$ cat src/rtl/dmem_port_arbiter.sv
// Arbitrates one byte-wide data memory between a CPU port and a DMA port.
// Each granted word access runs as four big-endian byte beats followed by a done cycle.
module dmem_port_arbiter #(
   parameter int ADDR_W = 5,
   parameter int DATA_W = 32
) (
   input  logic              clk,
   input  logic              reset_i,
   input  logic              cpu_req_i,
   input  logic              cpu_we_i,
   input  logic [ADDR_W-1:0] cpu_addr_i,
   input  logic [DATA_W-1:0] cpu_wdata_i,
   output logic              cpu_gnt_o,
   output logic              cpu_done_o,
   output logic [DATA_W-1:0] cpu_rdata_o,
   input  logic              dma_req_i,
   input  logic              dma_we_i,
   input  logic [ADDR_W-1:0] dma_addr_i,
   input  logic [DATA_W-1:0] dma_wdata_i,
   output logic              dma_gnt_o,
   output logic              dma_done_o,
   output logic [DATA_W-1:0] dma_rdata_o,
   output logic [ADDR_W-1:0] mem_addr_o,
   output logic              mem_we_o,
   output logic [7:0]        mem_wdata_o,
   input  logic [7:0]        mem_rdata_i,
   output logic              busy_o
);

   typedef enum logic [1:0] {IDLE, BEAT, DONE} state_t;

   localparam logic OWN_CPU = 1'b0;
   localparam logic OWN_DMA = 1'b1;

   state_t              state_q, state_d;
   logic [1:0]          k_q, k_d;
   logic                owner_q, owner_d;
   logic                last_q, last_d;
   logic                we_q, we_d;
   logic [ADDR_W-1:0]   addr_q, addr_d;
   logic [DATA_W-1:0]   wdata_q, wdata_d;
   logic [DATA_W-1:0]   rbuf_q, rbuf_d;
   logic [DATA_W-1:0]   cpu_rdata_q, cpu_rdata_d;
   logic [DATA_W-1:0]   dma_rdata_q, dma_rdata_d;
   logic                sel;

   always_ff @(posedge clk) begin
      if (reset_i) begin
         state_q     <= IDLE;
         k_q         <= '0;
         owner_q     <= OWN_CPU;
         last_q      <= OWN_DMA;
         we_q        <= 1'b0;
         addr_q      <= '0;
         wdata_q     <= '0;
         rbuf_q      <= '0;
         cpu_rdata_q <= '0;
         dma_rdata_q <= '0;
      end else begin
         state_q     <= state_d;
         k_q         <= k_d;
         owner_q     <= owner_d;
         last_q      <= last_d;
         we_q        <= we_d;
         addr_q      <= addr_d;
         wdata_q     <= wdata_d;
         rbuf_q      <= rbuf_d;
         cpu_rdata_q <= cpu_rdata_d;
         dma_rdata_q <= dma_rdata_d;
      end
   end

   always_comb begin
      state_d     = state_q;
      k_d         = k_q;
      owner_d     = owner_q;
      last_d      = last_q;
      we_d        = we_q;
      addr_d      = addr_q;
      wdata_d     = wdata_q;
      rbuf_d      = rbuf_q;
      cpu_rdata_d = cpu_rdata_q;
      dma_rdata_d = dma_rdata_q;
      mem_addr_o  = '0;
      mem_we_o    = 1'b0;
      mem_wdata_o = '0;
      cpu_gnt_o   = 1'b0;
      dma_gnt_o   = 1'b0;
      cpu_done_o  = 1'b0;
      dma_done_o  = 1'b0;
      sel         = OWN_CPU;

      unique case (state_q)
         IDLE: begin
            if (cpu_req_i || dma_req_i) begin
               // On a tie the requester not served last wins.
               sel     = (cpu_req_i && (!dma_req_i || last_q == OWN_DMA)) ? OWN_CPU : OWN_DMA;
               owner_d = sel;
               last_d  = sel;
               we_d    = (sel == OWN_CPU) ? cpu_we_i    : dma_we_i;
               addr_d  = (sel == OWN_CPU) ? cpu_addr_i  : dma_addr_i;
               wdata_d = (sel == OWN_CPU) ? cpu_wdata_i : dma_wdata_i;
               k_d     = 2'd0;
               state_d = BEAT;
            end
         end
         BEAT: begin
            cpu_gnt_o  = (owner_q == OWN_CPU);
            dma_gnt_o  = (owner_q == OWN_DMA);
            mem_addr_o = addr_q + ADDR_W'(k_q);
            // Gated by reset so an abort blocks the byte of the current beat too.
            mem_we_o   = we_q && !reset_i;
            if (we_q) begin
               unique case (k_q)
                  2'd0: mem_wdata_o = wdata_q[DATA_W-1  -: 8];
                  2'd1: mem_wdata_o = wdata_q[DATA_W-9  -: 8];
                  2'd2: mem_wdata_o = wdata_q[DATA_W-17 -: 8];
                  default: mem_wdata_o = wdata_q[DATA_W-25 -: 8];
               endcase
            end else begin
               unique case (k_q)
                  2'd0: rbuf_d[DATA_W-1  -: 8] = mem_rdata_i;
                  2'd1: rbuf_d[DATA_W-9  -: 8] = mem_rdata_i;
                  2'd2: rbuf_d[DATA_W-17 -: 8] = mem_rdata_i;
                  default: rbuf_d[DATA_W-25 -: 8] = mem_rdata_i;
               endcase
            end
            if (k_q == 2'd3) begin
               // Publish the assembled word so it is valid alongside done.
               if (!we_q) begin
                  if (owner_q == OWN_CPU) cpu_rdata_d = {rbuf_q[DATA_W-1:8], mem_rdata_i};
                  else                    dma_rdata_d = {rbuf_q[DATA_W-1:8], mem_rdata_i};
               end
               state_d = DONE;
            end else begin
               k_d = k_q + 2'd1;
            end
         end
         DONE: begin
            cpu_gnt_o  = (owner_q == OWN_CPU);
            dma_gnt_o  = (owner_q == OWN_DMA);
            cpu_done_o = (owner_q == OWN_CPU);
            dma_done_o = (owner_q == OWN_DMA);
            state_d    = IDLE;
         end
         default: state_d = IDLE;
      endcase
   end

   assign cpu_rdata_o = cpu_rdata_q;
   assign dma_rdata_o = dma_rdata_q;
   assign busy_o      = (state_q != IDLE);

endmodule

$ cat config.mk
export PLATFORM = sky130hd
export DESIGN_NAME = dmem_port_arbiter
export DESIGN_NICKNAME = d
export VERILOG_FILES = /design/src/rtl/dmem_port_arbiter.sv
export SDC_FILE = /design/constraint.sdc
export NUM_CORES = 1
export LEC_CHECK = 0
export CAP_MARGIN = 20
export CORE_UTILIZATION = 51
export DETAILED_ROUTE_END_ITERATION = 8
export PLACE_DENSITY_LB_ADDON = 0.3
export SYNTH_ARGS = -nofsm -noshare
export SYNTH_HDL_FRONTEND = slang
export SYNTH_SLANG_ARGS = --single-unit
$ cat constraint.sdc
create_clock -name clk -period 3 [get_ports clk]
set_input_delay 0.6 -clock clk [delete_from_list [all_inputs] [get_ports clk]]
set_output_delay 0.6 -clock clk [all_outputs]
set_load 0.05 [all_outputs]
==> flow_summary_export.csv <==
group,metric,value,unit
sta,whs,0.457,ns
sta,max_freq,344,MHz
yosys,syn_nets,790,
global_routing,grt.overflow.total,0,
yosys,synth.area.top_cells,"dfxtp_1 47%, nand2_1 9.1%, o21ai_0 6.5%",
critical_path,cp_max_fo,8,
sta,finalHoldViolations,0,
routing,dr.pass1.iters,5,
job,maxCapViolCount,0,
yosys,synth_cell_types,40,
cts,cts_buffers,17,
global_routing,antenna_found_initial,0,
critical_path,path_cells,"inv_1 -> ha_1 -> buf_4 -> a222oi_1 -> o21ai_0 -> and3_1 -> buf_4",
critical_path,crit_type,"flop to output pin",
routing,via_per_inst,5.74,
power,vdd_drop_max,325,uV
routing,route.detailed.drc,0,
critical_path,rrSetupSlack,0.93,ns
critical_path,crit_path_end_kind,"output pin",
global_routing,grt_pass1_wl,26500,microns
yosys,synth_sequential_area_ratio,46.7,%
critical_path,r2r_cells,7,
yosys,synth_top_area_cell,"dfxtp_1",
sta,tightest_slew,0.891,ns
yosys,syn_area,5660,sq um
final_layout,num-fill-cells,773,
final_layout,final_cell_mix,"155 x clkdlybuf4s50_1, 137 x nand2_1, 131 x dfxtp_1, 73 x o21ai_0, 68 x a21oi_1",
floorplan,rows,38,
yosys,syn_inst,691,
cts,clk_latency,0.51,ns
global_routing,grt_use_total,29.6,%
final_layout,mostFrequentLayoutCell,"clkdlybuf4s50_1",
cts,cts_tree,"built",
cts,clock_path_buffers,2,
yosys,ys_ff_latch,132,
critical_path,crit_top_cell,"buf_4",
placement,routabilityCongestion,0.858,
floorplan,start_util,52.2,%
routing,antenna_left,0,
run_status,run_status,"complete, no violations",
sta,relSlewSlack,40.6,%
worst_hold_path,hold_class,"flop to flop",
routing,drt-total-wl,16500,microns
critical_path,critPathLaunchType,"flop",
placement,io_buffers,170,
sta,finalMaxSlewViolations,0,
critical_path,critPathSlowestCell,"dfxtp_1",
yosys,synthArstFlopShare,0,%
global_routing,grt_max_degree,93,
floorplan,core_area,10800,sq um
floorplan,io_pins,171,
critical_path,slowest_delay,0.41,ns
cts,post_cts_buffers,0,
final_layout,regArea,2640,sq um
floorplan,fp.dieH,107,microns
sta,setup_tns,0,ns
final_layout,multiInputGateArea,2610,sq um
worst_hold_path,min_path_cells,2,
cts,cts.sinks,132,
cts,clockRootBuffer,"clkbuf_8",
power,pwr_density_cell,596,nW/um^2
yosys,ys.flop_type,"dfxtp_1",
global_routing,grt_pass1_vias,5462,
floorplan,die_w,107,microns
sta,skew,0.00849,ns
sta,period_share,97.0,%
critical_path,required,2.40,ns
floorplan,dieArea,11500,sq um
cts,cts.clk_slew.worst_paths,0.06,ns
yosys,synth_top_area_share,46.7,%
routing,drt_first_iter_violations,404,
final_layout,area_growth,40.0,%
yosys,synth_warnings,0,
cts,cts_max_level,4,
routing,vias,5644,
yosys,syn_area_per_cell,8.18,sq um
sta,timing.final.crit_period,2.91,ns
sta,setup_violations,0,
final_layout,nets,929,
routing,wl_per_cell,16.7,microns
final_layout,drive_gt1_share,7.83,%
critical_path,worstPathArrival,2.31,ns
placement,hpwl,11000,microns
power,p_leak,3.00,nW
sta,rsz0062_at_grt,"false",
yosys,synth_edf_count,0,
## cell usage after synthesis, types with 3 or more instances
cell / count
dfxtp_1: 132
nor2_1: 28
a31oi_1: 38
a222oi_1: 8
nand3b_1: 4
ha_1: 10
o21ai_0: 73
and2_1: 6
nor2b_1: 3
inv_1: 9
buf_6: 7
mux2i_1: 24
clkbuf_1: 23
o21ai_1: 14
and3_1: 9
nand3_1: 39
nand2_1: 137
buf_2: 24
a21oi_1: 68
buf_4: 10
## stage by stage
stage	cell area (sq um)	worst slack [ns]	util, %	total power [mW]	cells
floorplan	5660	0.207	-	2.32	691
global placement	7290	0.348	67.3	2.56	951
detailed placement	7290	0.281	67.3	2.57	951
CTS	7910	0.0363	73.0	4.71	983
global route	7920	0.00272	73.0	4.88	983
finish	7920	0.0890	73.0	4.72	984
## routing by layer
metal	GRT usage (%)	wire length [microns]
met5	0	0
met1	34.8	6510
met2	52.7	8420
met3	5.15	1200
met4	13.0	354
## what timing repair did
item,4_1_cts,5_1_grt
hold buffers,0,0
endpoints found under the setup margin,1,5
gates resized for setup,3,1
pin swaps,0,3
## registers in the layout, indices dropped and copies added (netlist names)
register	count
last_q	1
we_q	1
rbuf_q	24
owner_q	1
dma_rdata_o	32
cpu_rdata_o	32
k_q	2
addr_q	5
state_q	2
wdata_q	32
## critical path, delay by kind of cell, from the launching register on
| family | cells | cell delay (ns) |
|---|---|---|
| AND/OR/NAND/NOR | 1 | 0.20 |
| AO/OA/AOI/OAI | 2 | 0.47 |
| adder cells (fa/ha/maj) | 1 | 0.23 |
| buffers and inverters | 3 | 0.49 |
| flip-flops | 1 | 0.41 |
## report_power, final
group | switching, mW | internal [mW]
combinational | 0.351 | 0.279
sequential | 0.0786 | 1.85
clock | 0.798 | 1.36
total | 1.23 | 3.49
## cell families after synthesis
kind of cell | count (synthesis) | share of synthesized area, %
and+or+nand+nor | 240 | 18.9
adders and majority gates | 11 | 2.57
DFF | 132 | 46.7
AOI/OAI and AO/OA | 207 | 20.2
muxes | 24 | 4.25
buffers and inverters | 75 | 7.12
xor gates and xnor gates | 2 | 0.310
## final timing paths
path | start | endpoint
worst min register to register | dma_rdata_o[0] | dma_rdata_o[0]
worst min-delay path | dma_rdata_o[0] | dma_rdata_o[0]
worst max register to register | state_q[1] | cpu_rdata_o[11]
worst max-delay path | k_q[1] | mem_wdata_o[2]
## layout make-up
class	instances	area share [%]
diodes	1	0.0316
clock buffers	18	5.28
clock inverters	14	2.54
inverters	10	0.474
multi-input cells	484	33.0
flip-flops and latches	132	33.4
well taps	140	2.21
repair buffers	185	23.1
(Power assumes the default switching activity.)
